==> src/rtl/outputconditioner.sv <==
// -----------------------------------------------------------------------------
// outputconditioner
//
// Output-side counterpart of the input conditioner. Internal logic issues
// single-cycle set/clear request strobes. This block turns them into a clean,
// registered level on an external pin such as an LED, an SPI chip-select or a
// test line. After every transition the pin holds its level for at least
// 'waittime' cycles. During that dwell window one opposite-level request can
// be parked, and it is applied as soon as the window closes. Each pin
// transition is reported as a one-cycle edge pulse.
//
// Parameters
//   counterwidth : width of the dwell counter
//   waittime     : minimum cycles pinout holds a level after a transition;
//                  legal range 1 .. 2**counterwidth-1
//
// Ports
//   clk          : system clock, rising-edge active
//   reset        : synchronous, active-high reset
//   setpulse     : request pinout=1 (sampled every cycle)
//   clearpulse   : request pinout=0 (sampled every cycle)
//   pinout       : registered conditioned output level
//   positiveedge : one-cycle pulse in the cycle pinout has just become 1
//   negativeedge : one-cycle pulse in the cycle pinout has just become 0
//   busy         : dwell window active, so pinout may not change yet
//   pending      : a deferred opposite-level request is stored
//   dropped      : one-cycle pulse, setpulse and clearpulse were both high
// -----------------------------------------------------------------------------
module outputconditioner #(
  parameter int counterwidth = 3,
  parameter int waittime     = 3
) (
  input  logic clk,
  input  logic reset,
  input  logic setpulse,
  input  logic clearpulse,
  output logic pinout,
  output logic positiveedge,
  output logic negativeedge,
  output logic busy,
  output logic pending,
  output logic dropped
);

  typedef enum logic [1:0] {
    IDLE_LOW  = 2'd0,
    IDLE_HIGH = 2'd1,
    HOLD_LOW  = 2'd2,
    HOLD_HIGH = 2'd3
  } state_t;

  // The dwell ends once the counter reaches waittime-1. That value is always
  // below 2**counterwidth, so the counter never wraps.
  localparam logic [counterwidth-1:0] lastcount = counterwidth'(waittime - 1);

  state_t                  state;
  logic [counterwidth-1:0] count;

  logic reqvalid;
  logic reqlevel;
  logic conflict;
  logic holding;
  logic wantflip;
  logic pendnext;
  logic dwelldone;
  logic doflip;

  // Request decode and next-step decisions. When both strobes are high, the
  // request is dropped instead of being resolved by priority.
  always_comb begin
    conflict  = setpulse & clearpulse;
    reqvalid  = setpulse ^ clearpulse;
    reqlevel  = setpulse;
    holding   = (state == HOLD_LOW) || (state == HOLD_HIGH);
    wantflip  = reqvalid && (reqlevel != pinout);

    // Inside the dwell window the latest request wins. An opposite-level
    // request arms the slot and a same-level request cancels it.
    pendnext  = 1'b0;
    if (holding) begin
      pendnext = reqvalid ? wantflip : pending;
    end

    dwelldone = holding && (count == lastcount);

    // In IDLE, an opposite request flips the pin on the next edge. In HOLD,
    // the pin flips only at the end of the window, and only if a request is
    // armed. A request that arrives in that final cycle also counts.
    doflip    = holding ? (dwelldone && pendnext) : wantflip;
  end

  // All outputs are registered state. The edge pulses and dropped default
  // low every cycle, so each one lasts exactly one cycle.
  always_ff @(posedge clk) begin
    if (reset) begin
      state        <= IDLE_LOW;
      count        <= '0;
      pinout       <= 1'b0;
      positiveedge <= 1'b0;
      negativeedge <= 1'b0;
      busy         <= 1'b0;
      pending      <= 1'b0;
      dropped      <= 1'b0;
    end else begin
      positiveedge <= 1'b0;
      negativeedge <= 1'b0;
      dropped      <= conflict;

      if (doflip) begin
        pinout       <= ~pinout;
        positiveedge <= ~pinout;
        negativeedge <= pinout;
        count        <= '0;
        busy         <= 1'b1;
        pending      <= 1'b0;
        state        <= pinout ? HOLD_LOW : HOLD_HIGH;
      end else if (dwelldone) begin
        count        <= '0;
        busy         <= 1'b0;
        pending      <= 1'b0;
        state        <= pinout ? IDLE_HIGH : IDLE_LOW;
      end else if (holding) begin
        count        <= count + 1'b1;
        pending      <= pendnext;
      end
    end
  end

endmodule

==> config.mk <==
export PLATFORM = sky130hd
export DESIGN_NAME = outputconditioner
export DESIGN_NICKNAME = d
export VERILOG_FILES = /design/src/rtl/outputconditioner.sv
export SDC_FILE = /design/constraint.sdc
export NUM_CORES = 1
export LEC_CHECK = 0
export BUFFER_PORTS_ARGS = -buffer_cell sky130_fd_sc_hd__buf_2
export CAP_MARGIN = 20
export CORE_AREA = 4 4 41 43
export CTS_CLUSTER_SIZE = 30
export DETAILED_ROUTE_END_ITERATION = 12
export DIE_AREA = 0 0 45 47
export PLACE_DENSITY = 0.6
export SLEW_MARGIN = 20
export SYNTH_ARGS = -nofsm -noshare
export SYNTH_HDL_FRONTEND = slang
export SYNTH_SLANG_ARGS = --single-unit
==> constraint.sdc <==
create_clock -name clk -period 1.9 [get_ports clk]
set_clock_uncertainty 0.2 [all_clocks]
set_input_delay 0.38 -clock clk [delete_from_list [all_inputs] [get_ports clk]]
set_output_delay 0.38 -clock clk [all_outputs]
set_load 0.005 [all_outputs]
==> out/metrics.cfg, run 1 <==
[routing]
drt_pass1_iterations = 2
avgRoutedWirePerCell_um = 10.4
wirelength_um = 842
drc = 0
first_iter_violations = 4
vias = 388
antenna_left = 0
vias_per_cell = 4.79

[yosys]
synth.cell_area_um2 = 492
synthArstFlopShare = 0
syn_inst = 53
ys_types = 23
syn_nets = 60
synthFlopType = dfxtp_1
syn_area_per_cell_um2 = 9.28
synth_edf_count = 0
ys_ff_latch = 9
synth_seq_area_share = 0.366
ys_warn_count = 0

[clock_tree]
cts-root-buf = clkbuf_4
cts.sinks = 9
postCtsHoldBufs = 0
post_cts_buffers = 0
clk_latency_ps = 260
cts.clk_slew.worst_paths_ps = 60
numCtsBuffers = 3
htree_levels = 1
tritoncts = built
clockBufferDepth = 2
post_cts_resized = 0

[floorplan]
die_area_um2 = 2120
placementRows = 13
start_util = 0.378
coreArea_um2 = 1300
io_pins = 10
die_h_um = 47
die_w_um = 45

[worst_setup_path]
r2r-end = pinout
critical_path.top_delay_family = flip-flops
path_buf_inv = 1
worstSetupEndpointType = primary output
cp_slowest_stage_delay_ps = 590
cp.depth = 1
required_ps = 1320
worstPathArrival_ps = 1050
crit_fanout = 12
rr_worst_depth = 6
start_kind = flop
path_class = reg -> out
cp_cell_sequence = buf_2
reg2reg_from = count[0]
reg2reg_slack_ps = 270
slowest_stage = dfxtp_1

[global_routing]
gr-usage-all-layers = 0.0998
grt-ovfl-total = 0
grt_pass1_vias = 391
grt_max_degree = 13
antenna_found_initial = 0
grt_pass1_wl_um = 1460

[timing]
finalHoldViolCount = 0
setup_viol = 0
maxSlewHeadroom = 0.701
drv_slew = 0
worst_slew_pin_slew_ps = 447
rsz0062_at_grt = false
max_freq_mhz = 614
tns_ps = 0
min_period_ps = 1630
fin_crit_sh = 0.857

[layout]
layout.nets = 74
antenna-diode-count = 0
layout-drive-gt1-share = 0.303
num-fill-cells = 149
area_delta_synth_final_pct = 18.3

[power]
pwr-share-comb = 0.181
p_sw_mw = 0.118
power_leakage_nw = 0.251
power.density_nw_per_um2 = 755
power_frac_clock = 0.325
irDropWorstVdd_uv = 488
design_power_total_mw = 0.439
sequentialPowerShare = 0.493
p_int_mw = 0.321
power.share.switching = 0.268

[placement]
hpwl_um = 659
place_congestion = 0.720
io_buffers = 9

[min_path]
hp-class = in -> reg
hp-start = reset
holdPathEnd = busy
hold_depth = 2

[outcome]
status = finished, final reports clean

[job]
max-cap-violations = 0

-- cells in the mapped netlist (2+ instances only) --
cell type | instances | area (um2)
dfxtp_1 | 9 | 180
a21oi_1 | 7 | 35.0
nand2_1 | 4 | 15.0
nor2_1 | 4 | 15.0
ha_1 | 3 | 37.5
nand2b_1 | 3 | 18.8
nor2b_1 | 3 | 18.8
buf_4 | 2 | 15.0
inv_1 | 2 | 7.51
nand3_1 | 2 | 10.0
o21ai_0 | 2 | 10.0
-- cell families (layout without fill, tap and decap cells) --
kind of cell / after synthesis / after routing / share of synthesized area
fa+ha+maj: 3 / 3 / 0.0763
flops: 9 / 9 / 0.366
mux: 1 / 1 / 0.0204
buf+inv: 4 / 17 / 0.0458
xor+xnor: 1 / 1 / 0.0331
compound gates: 13 / 13 / 0.201
simple gates: 22 / 22 / 0.257
-- state kept, by name, summed over array words and instances, names as in the netlist --
name	count
pinout	1
positiveedge	1
busy	1
count	3
pending	1
negativeedge	1
dropped	1
-- area by class of cell --
class / instances / area, um2 / area share
multi-input cells: 40 / 289 / 0.497
flip-flops and latches: 9 / 180 / 0.310
repair buffers: 11 / 60.1 / 0.103
clock buffers: 4 / 26.3 / 0.0452
well taps: 15 / 18.8 / 0.0323
inverters: 2 / 7.51 / 0.0129
-- placed cells by master (no fill, tap or decap), drive strengths merged, types with 3 or more instances in the layout --
master  netlist  final
nand2b        3      3
dfxtp         9      9
nor2          4      4
nor2b         4      4
buf           2     11
ha            3      3
a21oi         7      7
nand2         5      5
clkbuf        0      4
-- worst reg2reg max path: cells and delay by family (launching register included) --
| kind | cells | cell delay (ps) |
|---|---|---|
| AOI/OAI and AO/OA | 3 | 580 |
| DFF | 1 | 320 |
| and+or+nand+nor | 1 | 210 |
| adders and majority gates | 1 | 190 |
| buffers and inverters | 1 | 80 |
-- how the worst max path moves through the flow --
stage | startpoint | endpoint | slack, ps
6_report | busy | busy | 270
5_1_grt | count[0] | pinout | 170
4_1_cts | busy | busy | 260
3_5_place_dp | setpulse | positiveedge | 60
3_3_place_gp | setpulse | positiveedge | 50
2_1_floorplan | setpulse | positiveedge | 220
-- through the flow --
step | setup slack, ps | hold slack (ps) | utilization | instances | cell area, um2
6_report | 272 | 176 | 0.447 | 81 | 582
3_5_place_dp | 60.1 | 281 | 0.427 | 77 | 556
3_3_place_gp | 45.4 | 283 | 0.427 | 77 | 556
4_1_cts | 259 | 166 | 0.447 | 81 | 582
5_1_grt | 172 | 175 | 0.447 | 81 | 582
2_1_floorplan | 221 | 249 | - | 53 | 492
-- per-layer routing --
metal,up-vias,wire (um),track usage
li1,206,-,-
met5,-,0,0
met1,175,407,0.0986
met3,2,27,0.0230
met4,0,8,0.0877
met2,5,398,0.175
-- power groups by stage --
| stage | logic (mW) | clock network, mW | registers (mW) |
|---|---|---|---|
| 2_1_floorplan | 0.0617 | 0 | 0.215 |
| 3_3_place_gp | 0.0795 | 0 | 0.221 |
| 3_5_place_dp | 0.0803 | 0 | 0.221 |
| 4_1_cts | 0.0806 | 0.150 | 0.217 |
| 5_1_grt | 0.0902 | 0.157 | 0.219 |
| 6_report | 0.0795 | 0.143 | 0.217 |
Note: power is estimated with default switching activity, not from simulation.
==> run 2, diff against run 1 <==
--- a/config.mk
+++ b/config.mk
@@ -12,6 +12,7 @@
 export DETAILED_ROUTE_END_ITERATION = 12
 export DIE_AREA = 0 0 45 47
 export PLACE_DENSITY = 0.6
+export RECOVER_POWER = 25
 export SLEW_MARGIN = 20
 export SYNTH_ARGS = -nofsm -noshare
 export SYNTH_HDL_FRONTEND = slang
==> run 2 against run 1 <==
Clock power about the same. Hold slack barely moved. Utilization shrank 0.096 points. Die area stayed put. Wire length grew 0.12%. Non-clock buffer count is the same. Via count stayed put. Cell area decreased by 0.22%. Flip-flop and latch count is the same.
==> out/metrics.cfg, run 2 (same netlist as run 1, synthesis figures left out) <==
[floorplan]
die_w_um = 45  ; unchanged
io_pins = 10  ; unchanged
die_area_um2 = 2120  ; unchanged
placementRows = 13  ; unchanged
die_h_um = 47  ; unchanged
coreArea_um2 = 1300  ; unchanged
start_util = 0.378  ; unchanged

[worst_setup_path]
worstPathArrival_ps = 1050  ; about the same
critical_path.top_delay_family = flip-flops
reg2reg_slack_ps = 270  ; about the same
required_ps = 1320  ; about the same
r2r-end = pinout
crit_fanout = 12  ; unchanged
cp_cell_sequence = buf_2
reg2reg_from = count[0]
path_class = reg -> out
start_kind = flop
path_buf_inv = 1  ; unchanged
worstSetupEndpointType = primary output
slowest_stage = dfxtp_1
rr_worst_depth = 6  ; unchanged
cp_slowest_stage_delay_ps = 590  ; about the same
crit_start = busy

[power]
power_leakage_nw = 0.248  ; -1.1%
pwr-share-comb = 0.181  ; about the same
irDropWorstVdd_uv = 488  ; about the same
power_frac_clock = 0.326  ; about the same
power.share.switching = 0.268  ; about the same
sequentialPowerShare = 0.494  ; about the same
p_int_mw = 0.321  ; about the same
design_power_total_mw = 0.439  ; about the same
p_sw_mw = 0.118  ; about the same
power.density_nw_per_um2 = 756  ; +0.15%

[timing]
whs_ps = 176  ; +0.0240 ps
tns_ps = 0  ; unchanged
maxSlewHeadroom = 0.701  ; unchanged
min_period_ps = 1630  ; unchanged
setup_viol = 0  ; unchanged
drv_slew = 0  ; unchanged
worst_slew_pin_slew_ps = 447  ; unchanged
finalHoldViolCount = 0  ; unchanged
max_freq_mhz = 614  ; unchanged
fin_crit_sh = 0.857  ; unchanged
rsz0062_at_grt = false

[min_path]
hp-start = reset
holdPathEnd = busy
hp-class = in -> reg
hold_depth = 2  ; unchanged

[clock_tree]
htree_levels = 1  ; unchanged
postCtsHoldBufs = 0  ; unchanged
cts.clk_slew.worst_paths_ps = 60  ; about the same
clk_latency_ps = 260  ; about the same
post_cts_resized = 0  ; unchanged
cts.sinks = 9  ; unchanged
post_cts_buffers = 0  ; unchanged
clockBufferDepth = 2  ; unchanged
cts-root-buf = clkbuf_4
tritoncts = built
numCtsBuffers = 3  ; unchanged

[global_routing]
gr-usage-all-layers = 0.0998  ; unchanged
grt_pass1_vias = 391  ; unchanged
grt-ovfl-total = 0  ; unchanged
antenna_found_initial = 0  ; unchanged
grt_max_degree = 13  ; unchanged
grt_pass1_wl_um = 1460  ; unchanged

[layout]
layout-drive-gt1-share = 0.288  ; -0.0152
finish.utilization = 0.446  ; -0.000961
stdcell_count = 81  ; unchanged
final_cell_mix = dfxtp_1 (9), buf_2 (8), a21oi_1 (7)
area_delta_synth_final_pct = 18.1
largest-register = count
layout.nets = 74  ; unchanged
largest_reg_flops = 3  ; unchanged
mostFrequentLayoutCell = dfxtp_1
antenna-diode-count = 0  ; unchanged

[routing]
wl_met2_um = 398  ; unchanged
drc = 0  ; unchanged
drt_pass1_iterations = 2  ; unchanged
first_iter_violations = 4  ; unchanged
wl_met1_um = 409  ; +0.49%
avgRoutedWirePerCell_um = 10.4  ; +0.12%
wirelength_um = 843  ; +0.12%
highest_layer = met4
route.met3.wl_um = 27  ; unchanged
antenna_left = 0  ; unchanged
vias = 388  ; unchanged
vias_per_cell = 4.79  ; unchanged

[placement]
io_buffers = 9  ; unchanged
place_congestion = 0.720  ; unchanged
dp.cells = 77  ; unchanged
hpwl_um = 659  ; unchanged

[job]
max-cap-violations = 0  ; unchanged

[outcome]
status = finished, final reports clean

==> run 2: cell types whose count changed in the layout (fill, tap and decap cells not counted) <==
cell,before,now
buf_2,9,8
clkbuf_1,1,2
==> run 2: power groups by stage <==
stage               logic [mW]  registers (mW)  clock network, mW
finish                  0.0793           0.217              0.143
global route            0.0900           0.219              0.157
CTS                     0.0806           0.217              0.150
detailed placement      0.0803           0.221                  0
global placement        0.0795           0.221                  0
floorplan               0.0617           0.215                  0
==> run 2: metrics by stage <==
stage,cell area [um2],worst slack [ps]
4_1_cts,582,259
2_1_floorplan,492,221
6_report,581,272
3_3_place_gp,556,45.4
5_1_grt,581,172
3_5_place_dp,556,60.1
==> run 2: how the worst max path moves through the flow <==
stage / endpoint / slack, ps / cells after the start
finish: busy / 270 / 1
CTS: busy / 260 / 1
floorplan: positiveedge / 220 / 6
global placement: positiveedge / 50 / 6
global route: pinout / 170 / 6
detailed placement: positiveedge / 60 / 6
==> run 2: cell type report <==
| class | count | area [um2] |
|---|---|---|
| fill | 148 | 721 |
| tap | 15 | 18.8 |
| sequential | 9 | 180 |
| multi-input combinational | 40 | 289 |
| timing repair buffer | 11 | 58.8 |
| inverter | 2 | 7.51 |
| clock buffer | 4 | 26.3 |
==> run 2: metal layers <==
metal	track usage	vias to the layer above
li1	-	206
met1	0.0986	175
met2	0.175	5
met3	0.0230	2
met4	0.0877	0
met5	0	-
